==> config.mk <==
export PLATFORM = sky130hd
export DESIGN_NAME = id_hazard_ctrl
export DESIGN_NICKNAME = d
export VERILOG_FILES = /design/src/rtl/id_hazard_ctrl.sv
export SDC_FILE = /design/constraint.sdc
export NUM_CORES = 1
export LEC_CHECK = 0
export BUFFER_PORTS_ARGS = -buffer_cell sky130_fd_sc_hd__buf_4
export CORE_ASPECT_RATIO = 1.5
export CORE_MARGIN = 4
export CORE_UTILIZATION = 45
export CTS_CLUSTER_DIAMETER = 30
export CTS_CLUSTER_SIZE = 30
export DETAILED_ROUTE_END_ITERATION = 6
export MAX_ROUTING_LAYER = met4
export PLACE_DENSITY = 0.83
export RECOVER_POWER = 25
export SLEW_MARGIN = 10
export SYNTH_ARGS = -nofsm -noshare
export SYNTH_HDL_FRONTEND = slang
export SYNTH_SLANG_ARGS = --single-unit
export TNS_END_PERCENT = 50
==> constraint.sdc <==
create_clock -name clk -period 6.5 [get_ports clk]
set_input_delay 0.65 -clock clk [delete_from_list [all_inputs] [get_ports clk]]
set_output_delay 0.65 -clock clk [all_outputs]
set_load 0.02 [all_outputs]
==> src/rtl/id_hazard_ctrl.sv <==
// Purpose: ID-stage sequencing: RAW forwarding selects, load-use/syscall interlock, branch bubbles, halt.
// Latency: forwarding and stall/flush controls are combinational in the current cycle; halted follows one cycle after the halting syscall.
// Backpressure: stalls PC and IF/ID for one cycle per interlock; HALT holds the front end until reset.
module id_hazard_ctrl #(
    parameter int          BRANCH_BUBBLES = 2,
    parameter logic [31:0] HALT_CODE      = 32'd10,
    parameter int          CNT_W          = 16
) (
    input  logic             clk,
    input  logic             rst,
    input  logic [4:0]       id_rs,
    input  logic [4:0]       id_rt,
    input  logic             id_use_rs,
    input  logic             id_use_rt,
    input  logic             id_syscall,
    input  logic [31:0]      id_v0,
    input  logic [4:0]       ex_wreg,
    input  logic             ex_regwrite,
    input  logic             ex_memread,
    input  logic [4:0]       mem_wreg,
    input  logic             mem_regwrite,
    input  logic             branch_taken,
    output logic [1:0]       fwd_a,
    output logic [1:0]       fwd_b,
    output logic             stall_pc,
    output logic             stall_ifid,
    output logic             flush_idex,
    output logic             flush_ifid,
    output logic             halted,
    output logic [CNT_W-1:0] stall_cnt,
    output logic [CNT_W-1:0] bubble_cnt
);

    typedef enum logic [1:0] {
        RUN   = 2'd0,
        FLUSH = 2'd1,
        HALT  = 2'd2
    } state_t;

    // Bubbles still owed after the first one, which is issued in RUN itself.
    localparam logic [2:0]       BUB_INIT = 3'(BRANCH_BUBBLES - 1);
    localparam logic [CNT_W-1:0] CNT_MAX  = '1;
    localparam logic [CNT_W-1:0] CNT_ONE  = CNT_W'(1);

    state_t     state;
    logic [2:0] cnt;

    logic exm_a, memm_a, exm_b, memm_b;
    logic load_use, sys_wait, halt_req;
    logic interlock;

    // Hazard detection against the EX and MEM destinations; r0 never matches.
    always_comb begin
        exm_a    = ex_regwrite & ~ex_memread & (ex_wreg != 5'd0) & (ex_wreg == id_rs);
        memm_a   = mem_regwrite & (mem_wreg != 5'd0) & (mem_wreg == id_rs);
        exm_b    = ex_regwrite & ~ex_memread & (ex_wreg != 5'd0) & (ex_wreg == id_rt);
        memm_b   = mem_regwrite & (mem_wreg != 5'd0) & (mem_wreg == id_rt);
        load_use = ex_memread & ex_regwrite & (ex_wreg != 5'd0) &
                   ((id_use_rs & (ex_wreg == id_rs)) | (id_use_rt & (ex_wreg == id_rt)));
        // A load of $v0 is not forwardable yet, so the syscall must wait it out.
        sys_wait = id_syscall & ex_regwrite & ex_memread & (ex_wreg == 5'd2);
        halt_req = id_syscall & ~sys_wait & (id_v0 == HALT_CODE);
    end

    // Forwarding selects; the younger EX result wins over MEM.
    always_comb begin
        fwd_a = exm_a ? 2'b01 : (memm_a ? 2'b10 : 2'b00);
        fwd_b = exm_b ? 2'b01 : (memm_b ? 2'b10 : 2'b00);
    end

    // Stall/flush controls from state and inputs; forced quiet while reset is held.
    always_comb begin
        stall_pc   = 1'b0;
        stall_ifid = 1'b0;
        flush_idex = 1'b0;
        flush_ifid = 1'b0;
        interlock  = 1'b0;
        halted     = (state == HALT);
        if (!rst) begin
            unique case (state)
                RUN: begin
                    if (branch_taken) begin
                        flush_ifid = 1'b1;
                        flush_idex = 1'b1;
                    end else if (halt_req) begin
                        stall_pc   = 1'b1;
                        stall_ifid = 1'b1;
                        flush_idex = 1'b1;
                    end else if (load_use | sys_wait) begin
                        stall_pc   = 1'b1;
                        stall_ifid = 1'b1;
                        flush_idex = 1'b1;
                        interlock  = 1'b1;
                    end
                end
                FLUSH: begin
                    flush_ifid = 1'b1;
                end
                HALT: begin
                    stall_pc   = 1'b1;
                    stall_ifid = 1'b1;
                    flush_idex = 1'b1;
                end
                default: begin
                    flush_ifid = 1'b0;
                end
            endcase
        end
    end

    // Sequencer state, bubble countdown and saturating performance counters.
    always_ff @(posedge clk or posedge rst) begin
        if (rst) begin
            state      <= RUN;
            cnt        <= 3'd0;
            stall_cnt  <= '0;
            bubble_cnt <= '0;
        end else begin
            if (interlock && (stall_cnt != CNT_MAX)) begin
                stall_cnt <= stall_cnt + CNT_ONE;
            end
            if (flush_ifid && (bubble_cnt != CNT_MAX)) begin
                bubble_cnt <= bubble_cnt + CNT_ONE;
            end
            unique case (state)
                RUN: begin
                    if (branch_taken) begin
                        cnt <= BUB_INIT;
                        if (BUB_INIT != 3'd0) begin
                            state <= FLUSH;
                        end
                    end else if (halt_req) begin
                        state <= HALT;
                    end
                end
                FLUSH: begin
                    cnt <= cnt - 3'd1;
                    if (cnt <= 3'd1) begin
                        state <= RUN;
                    end
                end
                HALT: begin
                    state <= HALT;
                end
                default: begin
                    state <= RUN;
                end
            endcase
        end
    end

endmodule

==> results of run 1 <==
report_power, final:
part | switching [W] | internal (W)
registers | 0.0000396 | 0.000262
clock network | 0.0000862 | 0.000154
logic | 0.000100 | 0.0000992
total | 0.000226 | 0.000516
final cells by class:
cell class                      instances  area share (%)
Multi-Input combinational cell        173            38.3
Clock inverter                          3            2.20
Timing Repair Buffer                  102            24.2
Clock buffer                            5            2.20
Inverter                                8           0.959
Tap cell                               64            2.56
Sequential cell                        37            29.6
worst min path at each step:
stage                     cells after the start                          to                       from  slack (ns)
after global placement                        1   bubble_cnt[5]$_DFFE_PP0P_  bubble_cnt[5]$_DFFE_PP0P_        0.48
after detailed placement                      1    stall_cnt[5]$_DFFE_PP0P_   stall_cnt[5]$_DFFE_PP0P_        0.49
after floorplan                               2          cnt[1]$_DFFE_PP0P_         cnt[1]$_DFFE_PP0P_        0.47
after CTS                                     2  bubble_cnt[15]$_DFFE_PP0P_                        rst        0.31
final                                         2  bubble_cnt[15]$_DFFE_PP0P_                        rst        0.34
after global routing                          2  bubble_cnt[13]$_DFFE_PP0P_                        rst        0.39
through the flow:
stage,utilization (%),std cells,cell area (µm²),total power (W),worst slack (ns)
finish,67.8,392,3130,0.000742,3.03
global route,67.8,392,3130,0.000790,2.69
CTS,68.0,392,3140,0.000747,2.96
floorplan,-,223,2200,0.000418,2.54
global placement,65.0,384,3000,0.000497,3.02
detailed placement,65.0,384,3000,0.000509,2.96
flip-flops by register name, indices dropped and copies added (netlist names):
signal / count
cnt: 3
state: 2
stall_cnt: 16
bubble_cnt: 16
logic make-up after synthesis:
logic type | count (synthesis) | synth area share [%]
buf+inv | 13 | 3.41
simple gates | 99 | 25.1
mux | 2 | 1.02
flops | 37 | 42.1
xor+xnor | 50 | 19.9
compound gates | 18 | 6.14
fa+ha+maj | 4 | 2.28
critical path: stages:
cell and delay, ns:
buf_4 0.10, nor4_1 0.28, nand3_1 0.12, nor4b_1 0.70, nor3_1 0.15, a2111oi_0 0.57, buf_4 0.25
routing by layer:
metal / part of all wire (%) / routed length, µm / vias up / track usage (%)
met3: 8.7 / 474 / 8 / 4.45
met2: 54 / 2960 / 102 / 35.8
met1: 36 / 1950 / 972 / 19.8
li1: - / - / 999 / -
met4: 1.7 / 91 / 0 / 7.61
met5: 0 / 0 / - / -
layout by cell type (no fill, tap or decap), drive strengths merged, types with 2 or more instances in the layout:
| master | count |
|---|---|
| dfrtp | 37 |
| nand3 | 12 |
| a211oi | 2 |
| and4 | 3 |
| ha | 4 |
| xor2 | 24 |
| nor4b | 3 |
| a21oi | 2 |
| o21bai | 2 |
| nor2b | 3 |
| nand2 | 22 |
| mux2 | 2 |
| nor2 | 11 |
| bufinv | 2 |
| and3 | 6 |
| clkbuf | 7 |
| inv | 9 |
| xnor2 | 26 |
| nand4 | 13 |
| o21ai | 5 |
| or4 | 5 |
| buf | 100 |
| nor3 | 7 |
| nor4 | 10 |
==> qor.yml, run 1 <==
status: "complete, but fails checks"
violations: "max-capacitance violations, max-slew violations"
synth_area_per_cell_um2: 9.86
clkSinkCount: 37
multiInputGateArea_um2: 1200
crit_fanout: 3
reg2reg_slack_ns: 3.93
die_x_um: 65.1
nNetsFinal: 392
fp-row-count: 30
yosys.cell_count.top_type: "dfrtp_1"
clkTransAtPathRegs_ns: 0.08
avgViaCountPerCell: 5.31
synth_edf_count: 0
cts_resized: 0
rsz0062_at_grt: "no"
grt_start_max_net_pins: 32
finalHoldViolations: 0
cts_buffer_depth: 2
antenna_found_initial: 0
period_needed_ns: 3.47
worstSetupStartpoint: "id_v0[16]"
cts_max_level: 2
cp-end-kind: "primary output"
reg2regPathDepth: 4
numCtsBuffers: 5
synthTopCellsByCount: "dfrtp_1, xnor2_1, xor2_1"
fin_crit_sh_pct: 53.5
layout-drive-gt1-share_pct: 34.5
holdBufCountCts: 0
worst_r2r_startpoint: "state[0]$_DFFE_PP0P_"
p_leak_nw: 1.47
r2r_end: "stall_cnt[1]$_DFFE_PP0P_"
start_util_pct: 47.6
crit_arrival_ns: 2.82
drtIter0Drc: 103
grt_pass1_vias: 2133
cts_tree: "done"
p_per_area_nw_per_um2: 237
synthDistinctLibCells: 36
area_growth_pct: 42.3
finalSetupTns_ns: 0
fin_skew_ns: 0.00764
max_cap_viol_count: 1
synth-main-ff-cell: "dfrtp_1"
place_congestion: 0.881
slew_headroom_pct: -6.51
cts_setup_buffers: 0
grt_pass1_wl_mm: 9.16
portBuffers: 101
syn-cell-area_um2: 2200
gr-total-overflow: 0
async_flop_share_pct: 100
dr.pass1.iters: 4
core-area_um2: 4620
tightest_slew_ns: 1.60
synth_top_area_cell: "dfrtp_1"
yosysSeqAreaShare_pct: 42.1
crit_required_ns: 5.85
dieHeight_um: 93.6
wl_per_cell_um: 14.0
finalSetupViolCount: 0
nFillCells: 377
wirelength_mm: 5.48
drtAntennaViolNets: 0
finalMaxSlewViolations: 32
clock_latency_ns: 0.29
crit_path_start_kind: "input port"
num_vias: 2081
holdWs_ns: 0.341
cts_root_buf: "clkbuf_8"
hold_path_class: "input port to async pin"
syn_inst: 223
seqCellArea_um2: 926
diodes: 0
worstSetupPathType: "input port to primary output"
peakVddDrop_mv: 0.145
post-route-drc-count: 0
synth_top_area_share_pct: 42.1
fmax_mhz: 288
die_area_um2: 6090
yosys_warnings: 0
grt_use_total_pct: 19.5
critPathCapture: "stall_ifid"
syn_nets: 288
hpwlAfterDp_mm: 4.42
synth-seq-cells: 37
ioPinCount: 102
yosys-top-cells-area: "dfrtp_1, xnor2_1, xor2_1, nand2_1, nand4_1"
No activity file was read; power rests on OpenSTA's default activity.
==> run 2: changes to the inputs <==
==> constraint.sdc (replaced) <==
create_clock -name clk -period 3.2 [get_ports clk]
set_input_delay 0.32 -clock clk [delete_from_list [all_inputs] [get_ports clk]]
set_output_delay 0.32 -clock clk [all_outputs]
set_load 0.02 [all_outputs]
==> qor.yml, run 2 (synthesis gave the netlist of run 1 again) <==
dr.pass1.iters: 4  # unchanged
cts_setup_buffers: 0  # unchanged
cts_tree: "done"  # unchanged
worstSetupPathType: "input port to flip-flop"  # was input port to primary output
cts_max_level: 2  # unchanged
clkTransAtPathRegs_ns: 0.07  # was 0.08 ns
avgViaCountPerCell: 5.17  # was 5.31
clkSinkCount: 37  # unchanged
max_cap_viol_count: 0  # was 1
die_area_um2: 6090  # unchanged
crit_required_ns: 3.37  # was 5.85 ns
area_growth_pct: 39.6  # was 42.3%
ioPinCount: 102  # unchanged
mostFrequentLayoutCell: "buf_4"  # unchanged
grt_use_total_pct: 18.8  # was 19.5%
portBuffers: 101  # unchanged
drtAntennaViolNets: 0  # unchanged
wl_per_cell_um: 13.6  # was 14.0 µm
layout-drive-gt1-share_pct: 29.3  # was 34.5%
fin_skew_ns: 0.00612  # was 0.00764 ns
hpwlAfterDp_mm: 4.38  # was 4.42 mm
post-route-drc-count: 0  # unchanged
diodes: 0  # unchanged
die_x_um: 65.1  # unchanged
hold_path_class: "input port to flip-flop"  # was input port to async pin
grt_pass1_wl_mm: 8.87  # was 9.16 mm
antenna_found_initial: 0  # unchanged
worst_r2r_startpoint: "stall_cnt[2]$_DFFE_PP0P_"  # was state[0]$_DFFE_PP0P_
crit_path_start_kind: "input port"  # unchanged
finalHoldViolations: 0  # unchanged
p_int_w: 0.000971  # was 0.000516 W
place_congestion: 0.828  # was 0.881
seqPwrFrac_pct: 43.6  # was 40.7%
finalMaxSlewViolations: 0  # was 32
nNetsFinal: 395  # was 392
holdWs_ns: 0.396  # was 0.341 ns
fin_crit_sh_pct: 75.8
status: "finished, final reports clean"  # was complete, but fails checks
cts_buffer_depth: 2  # unchanged
finalSetupViolCount: 0  # unchanged
grt_pass1_vias: 2082  # was 2,133
switching_power_w: 0.000430  # was 0.000226 W
hold_path.startpoint: "branch_taken"
p_leak_nw: 1.41  # was 1.47 nW
rsz0062_at_grt: "no"  # unchanged
cts_root_buf: "clkbuf_8"  # unchanged
num_vias: 2044  # was 2,081
start_util_pct: 47.6  # unchanged
comb_power_share_pct: 27.4  # was 26.9%
crit_arrival_ns: 2.60  # was 2.82 ns
dieHeight_um: 93.6  # unchanged
numCtsBuffers: 5  # unchanged
wirelength_mm: 5.36  # was 5.48 mm
p_per_area_nw_per_um2: 456  # was 237 nW/µm²
core-area_um2: 4620  # unchanged
tightest_slew_ns: 0.492  # was 1.60 ns
p_clk_share_pct: 29.0  # was 32.4%
finalSetupTns_ns: 0  # unchanged
gr-total-overflow: 0  # unchanged
slew_headroom_pct: 66.9  # was -6.51%
seqCellArea_um2: 926  # unchanged
grt_start_max_net_pins: 32  # unchanged
p_sw_share_pct: 30.7  # was 30.4%
drtIter0Drc: 59  # was 103
fmax_mhz: 412
top_regs: "bubble_cnt x16, stall_cnt x16, cnt x3"  # unchanged
period_needed_ns: 2.43
nFillCells: 398  # was 377
fp-row-count: 30  # unchanged
worstSetupStartpoint: "rst"  # was id_v0[16]
peakVddDrop_mv: 0.201  # was 0.145 mV
cp-end-kind: "flip-flop"  # was primary output
clock_latency_ns: 0.28  # was 0.29 ns
final_cell_mix: "buf_4, dfrtp_1, xnor2_1, xor2_1, nand2_1"  # unchanged
crit_fanout: 16  # was 3
multiInputGateArea_um2: 1200  # about the same
run 2: cell count changes in the layout (fill, tap and decap cells not counted):
cell / previous run / this run
a2111oi_0: 1 / 0
clkbuf_1: 2 / 20
dlygate4sd3_1: 0 / 1
buf_4: 100 / 85
bufinv_16: 2 / 1
clkbuf_8: 5 / 6
a2111oi_1: 0 / 1
inv_6: 1 / 0
run 2: metal layers:
layer	GRT usage, %	wire (µm)	share of wire, %
met5	-	0	0
met4	7.44	48	0.90
met2	33.4	2860	53
met3	4.45	460	8.6
met1	20.0	1990	37
run 2: power by group through the flow:
| stage | clock network, W | registers, W | logic, W |
|---|---|---|---|
| finish | 0.000406 | 0.000611 | 0.000384 |
| global route | 0.000436 | 0.000625 | 0.000426 |
| CTS | 0.000419 | 0.000612 | 0.000408 |
| detailed placement | 0 | 0.000622 | 0.000405 |
| global placement | 0 | 0.000618 | 0.000395 |
| floorplan | 0 | 0.000645 | 0.000204 |
run 2: cell type report:
| type | count | area share, % |
|---|---|---|
| tap | 64 | 2.61 |
| multi-input combinational | 173 | 39.1 |
| clock buffer | 7 | 2.81 |
| timing repair buffer | 105 | 23.4 |
| sequential | 37 | 30.1 |
| clock inverter | 1 | 0.978 |
| inverter | 8 | 0.978 |
run 2: repair_timing:
item / 4_1_cts / 5_1_grt
endpoints found under the setup margin: 0 / 0
hold endpoints to repair: 6 / 0
gates resized for setup: 0 / 0
hold buffers: 1 / 0
run 2: stage by stage:
stage | utilization [%] | total power, W | area (µm²) | cells | setup slack, ns
final | 66.5 | 0.00140 | 3070 | 395 | 0.774
after global routing | 66.5 | 0.00149 | 3070 | 395 | 0.623
after CTS | 68.1 | 0.00144 | 3140 | 395 | 0.762
after global placement | 65.3 | 0.00101 | 3020 | 386 | 0.792
after detailed placement | 65.3 | 0.00103 | 3020 | 386 | 0.763
after floorplan | - | 0.000849 | 2200 | 223 | 0.218
run 2: worst max-delay path, stage by stage:
cell and delay [ns]:
dlygate4sd3_1 0.54, clkbuf_1 0.15, or4_1 0.42, a311o_1 0.37, a211oi_4 0.20, buf_4 0.24
mux2_2 0.35
run 2: final timing paths:
path | endpoint | slack [ns] | cells after the start
setup / recovery | stall_cnt[1]$_DFFE_PP0P_ | 0.77 | 7
hold / removal | state[1]$_DFFE_PP0P_ | 0.40 | 4
setup reg to reg | stall_cnt[1]$_DFFE_PP0P_ | 0.90 | 6
hold reg to reg | stall_cnt[15]$_DFFE_PP0P_ | 0.49 | 1
max in group asynchronous | bubble_cnt[3]$_DFFE_PP0P_ | 1.95 | 4
min in group asynchronous | bubble_cnt[15]$_DFFE_PP0P_ | 0.58 | 3
==> run 3: changes to the inputs <==
--- a/config.mk
+++ b/config.mk
@@ -8,12 +8,12 @@
 export BUFFER_PORTS_ARGS = -buffer_cell sky130_fd_sc_hd__buf_4
 export CORE_ASPECT_RATIO = 1.5
 export CORE_MARGIN = 4
-export CORE_UTILIZATION = 45
+export CORE_UTILIZATION = 42
 export CTS_CLUSTER_DIAMETER = 30
 export CTS_CLUSTER_SIZE = 30
 export DETAILED_ROUTE_END_ITERATION = 6
 export MAX_ROUTING_LAYER = met4
-export PLACE_DENSITY = 0.83
+export PLACE_DENSITY = 0.81
 export RECOVER_POWER = 25
 export SLEW_MARGIN = 10
 export SYNTH_ARGS = -nofsm -noshare
==> constraint.sdc (replaced) <==
create_clock -name clk -period 2.09 [get_ports clk]
set_input_delay 0.209 -clock clk [delete_from_list [all_inputs] [get_ports clk]]
set_output_delay 0.209 -clock clk [all_outputs]
set_load 0.02 [all_outputs]
==> qor.yml, run 3 (synthesis gave the netlist of run 1 again) <==
crit_fanout: 16  # unchanged
worstSetupStartpoint: "state[0]$_DFFE_PP0P_"  # was rst
worstSetupPathType: "flip-flop to flip-flop"  # was input port to flip-flop
power_w: 0.00216  # was 0.00140 W
drtAntennaViolNets: 0  # unchanged
cpPeakStageDelay_ns: 0.52  # was 0.54 ns
multiInputGateArea_um2: 1260  # was 1200 µm²
wl_per_cell_um: 13.4  # was 13.6 µm
cts_max_level: 2  # unchanged
worst_r2r_startpoint: "state[0]$_DFFE_PP0P_"  # was stall_cnt[2]$_DFFE_PP0P_
seqCellArea_um2: 932  # was 926 µm²
die_x_um: 67.1  # was 65.1 µm
gr-total-overflow: 0  # unchanged
core-area_um2: 5120  # was 4620 µm²
diodes: 0  # unchanged
num_vias: 2191  # was 2,044
reg2regPathDepth: 5  # was 6
slew_headroom_pct: 30.2  # was 66.9%
setup_slack_ns: 0.0517  # was 0.774 ns
fp-row-count: 32  # was 30
r2r_end: "stall_cnt[1]$_DFFE_PP0P_"  # unchanged
finalSetupViolCount: 0  # unchanged
clock_latency_ns: 0.28  # about the same
hold_path_class: "input port to async pin"  # was input port to flip-flop
final_cell_mix: "buf_4, dfrtp_1, xnor2_1, xor2_1, nand2_1"  # unchanged
cts_tree: "done"  # unchanged
crit_path_start_kind: "flip-flop"  # was input port
post_dp_cell_area_um2: 3260  # was 3020 µm²
area_growth_pct: 53.8  # was 39.6%
place_congestion: 0.829  # was 0.828
nFillCells: 453  # was 398
p_per_area_nw_per_um2: 638  # was 456 nW/µm²
p_leak_nw: 1.59  # was 1.41 nW
grt_start_max_net_pins: 21  # was 32
reg2reg_slack_ns: 0.05  # was 0.90 ns
cp-end-kind: "flip-flop"  # unchanged
grt_pass1_wl_mm: 9.34  # was 8.87 mm
max_cap_viol_count: 0  # unchanged
finalHoldViolations: 0  # unchanged
avgViaCountPerCell: 5.18  # was 5.17
ioPinCount: 102  # unchanged
grt_pass1_vias: 2298  # was 2,082
fin_crit_sh_pct: 97.5
start_util_pct: 42.9  # was 47.6%
crit_chain: "or4_1 > a311o_1 > a211oi_4 > buf_12 > mux2_2"  # was dlygate4sd3_1 > clkbuf_1 > or4_1 > a311o_1 > a211oi_4 > buf_4 > mux2_2
cts_buffer_depth: 2  # unchanged
portBuffers: 101  # unchanged
post-route-drc-count: 0  # unchanged
finalMaxSlewViolations: 0  # unchanged
numCtsBuffers: 5  # unchanged
grt_use_total_pct: 18.6  # was 18.8%
wirelength_mm: 5.67  # was 5.36 mm
dr.pass1.iters: 4  # unchanged
top_regs: "bubble_cnt x16, stall_cnt x16, cnt x3"  # unchanged
fin_skew_ns: 0.00326  # was 0.00612 ns
period_needed_ns: 2.04
die_area_um2: 6480  # was 6090 µm²
cts_root_buf: "clkbuf_8"  # unchanged
peakVddDrop_mv: 0.274  # was 0.201 mV
crit_arrival_ns: 2.20  # was 2.60 ns
critPathTopFamily: "compound AO/OA/AOI/OAI gates"  # was buffers and inverters
crit_required_ns: 2.26  # was 3.37 ns
drtIter0Drc: 61  # was 59
dieHeight_um: 96.6  # was 93.6 µm
antenna_found_initial: 0  # unchanged
dp_slack_ns: -0.0731  # was 0.763 ns
tightest_slew_ns: 1.05  # was 0.492 ns
critical-path-slowest-cell: "or4_1"  # was dlygate4sd3_1
mostFrequentLayoutCell: "buf_4"  # unchanged
rsz0062_at_grt: "yes"  # was no
clkSinkCount: 37  # unchanged
nNetsFinal: 419  # was 395
status: "finished, final reports clean"  # unchanged
fin_area_um2: 3380  # was 3070 µm²
crit_buf_inv: 1  # was 3
clkTransAtPathRegs_ns: 0.07  # about the same
layout-drive-gt1-share_pct: 43.4  # was 29.3%
fmax_mhz: 491
hpwlAfterDp_mm: 4.73  # was 4.38 mm
run 3: cell count changes in the layout (fill, tap and decap cells not counted), moves of 5 or more:
cell	delta
buf_4	+41
clkbuf_1	-18
dfrtp_1	-5
dfrtp_2	+5
run 3: how the worst max path moves through the flow:
stage / end / slack [ns] / depth (start not counted)
2_1_floorplan: stall_cnt[8]$_DFFE_PP0P_ / 0.006 / 7
3_3_place_gp: stall_ifid / -0.1 / 7
3_5_place_dp: stall_ifid / -0.07 / 7
5_1_grt: stall_cnt[1]$_DFFE_PP0P_ / -0.01 / 5
6_report: stall_cnt[1]$_DFFE_PP0P_ / 0.05 / 5
4_1_cts: stall_ifid / 0.007 / 8
run 3: layout make-up:
type | count | share of cell area, %
Multi-Input combinational cell | 173 | 37.3
Timing Repair Buffer | 129 | 28.8
Sequential cell | 37 | 27.6
Clock buffer | 7 | 2.85
Tap cell | 68 | 2.52
Inverter | 8 | 0.888
Clock inverter | 1 | 0.148
run 3: report_power, final:
group | internal, W | switching, W | total (W)
sequential | 0.000817 | 0.000101 | 0.000918
combinational | 0.000355 | 0.000345 | 0.000700
clock | 0.000298 | 0.000241 | 0.000539
total | 0.00147 | 0.000686 | 0.00216
run 3: stage by stage:
stage / utilization, % / TNS (ns) / hold WS [ns] / cells
2_1_floorplan: - / 0 / 0.388 / 223
3_3_place_gp: 63.5 / -0.190 / 0.409 / 413
3_5_place_dp: 63.5 / -0.143 / 0.413 / 413
4_1_cts: 65.8 / 0 / 0.0972 / 422
5_1_grt: 66.0 / -0.0218 / 0.164 / 423
6_report: 66.0 / 0 / 0.101 / 423
run 3: layer usage:
layer	share of wire [%]	global-route usage, %
met2	54	32.4
met1	36	19.7
met5	0	-
met4	1.7	6.88
met3	9.2	4.18
run 3: worst register-to-register path, cell delays in order (launching register included):
cell      delay [ns]
dfrtp_1         0.37
or4_1           0.52
a311o_1         0.32
a211oi_4        0.21
buf_12          0.17
mux2_2          0.33
run 3: what timing repair did:
item                                    in CTS  in global routing
resized for setup                            1                  5
hold buffers                                 0                  0
buffers inserted                             1                  1
pin swaps                                    1                  2
endpoints found under the setup margin       2                  6
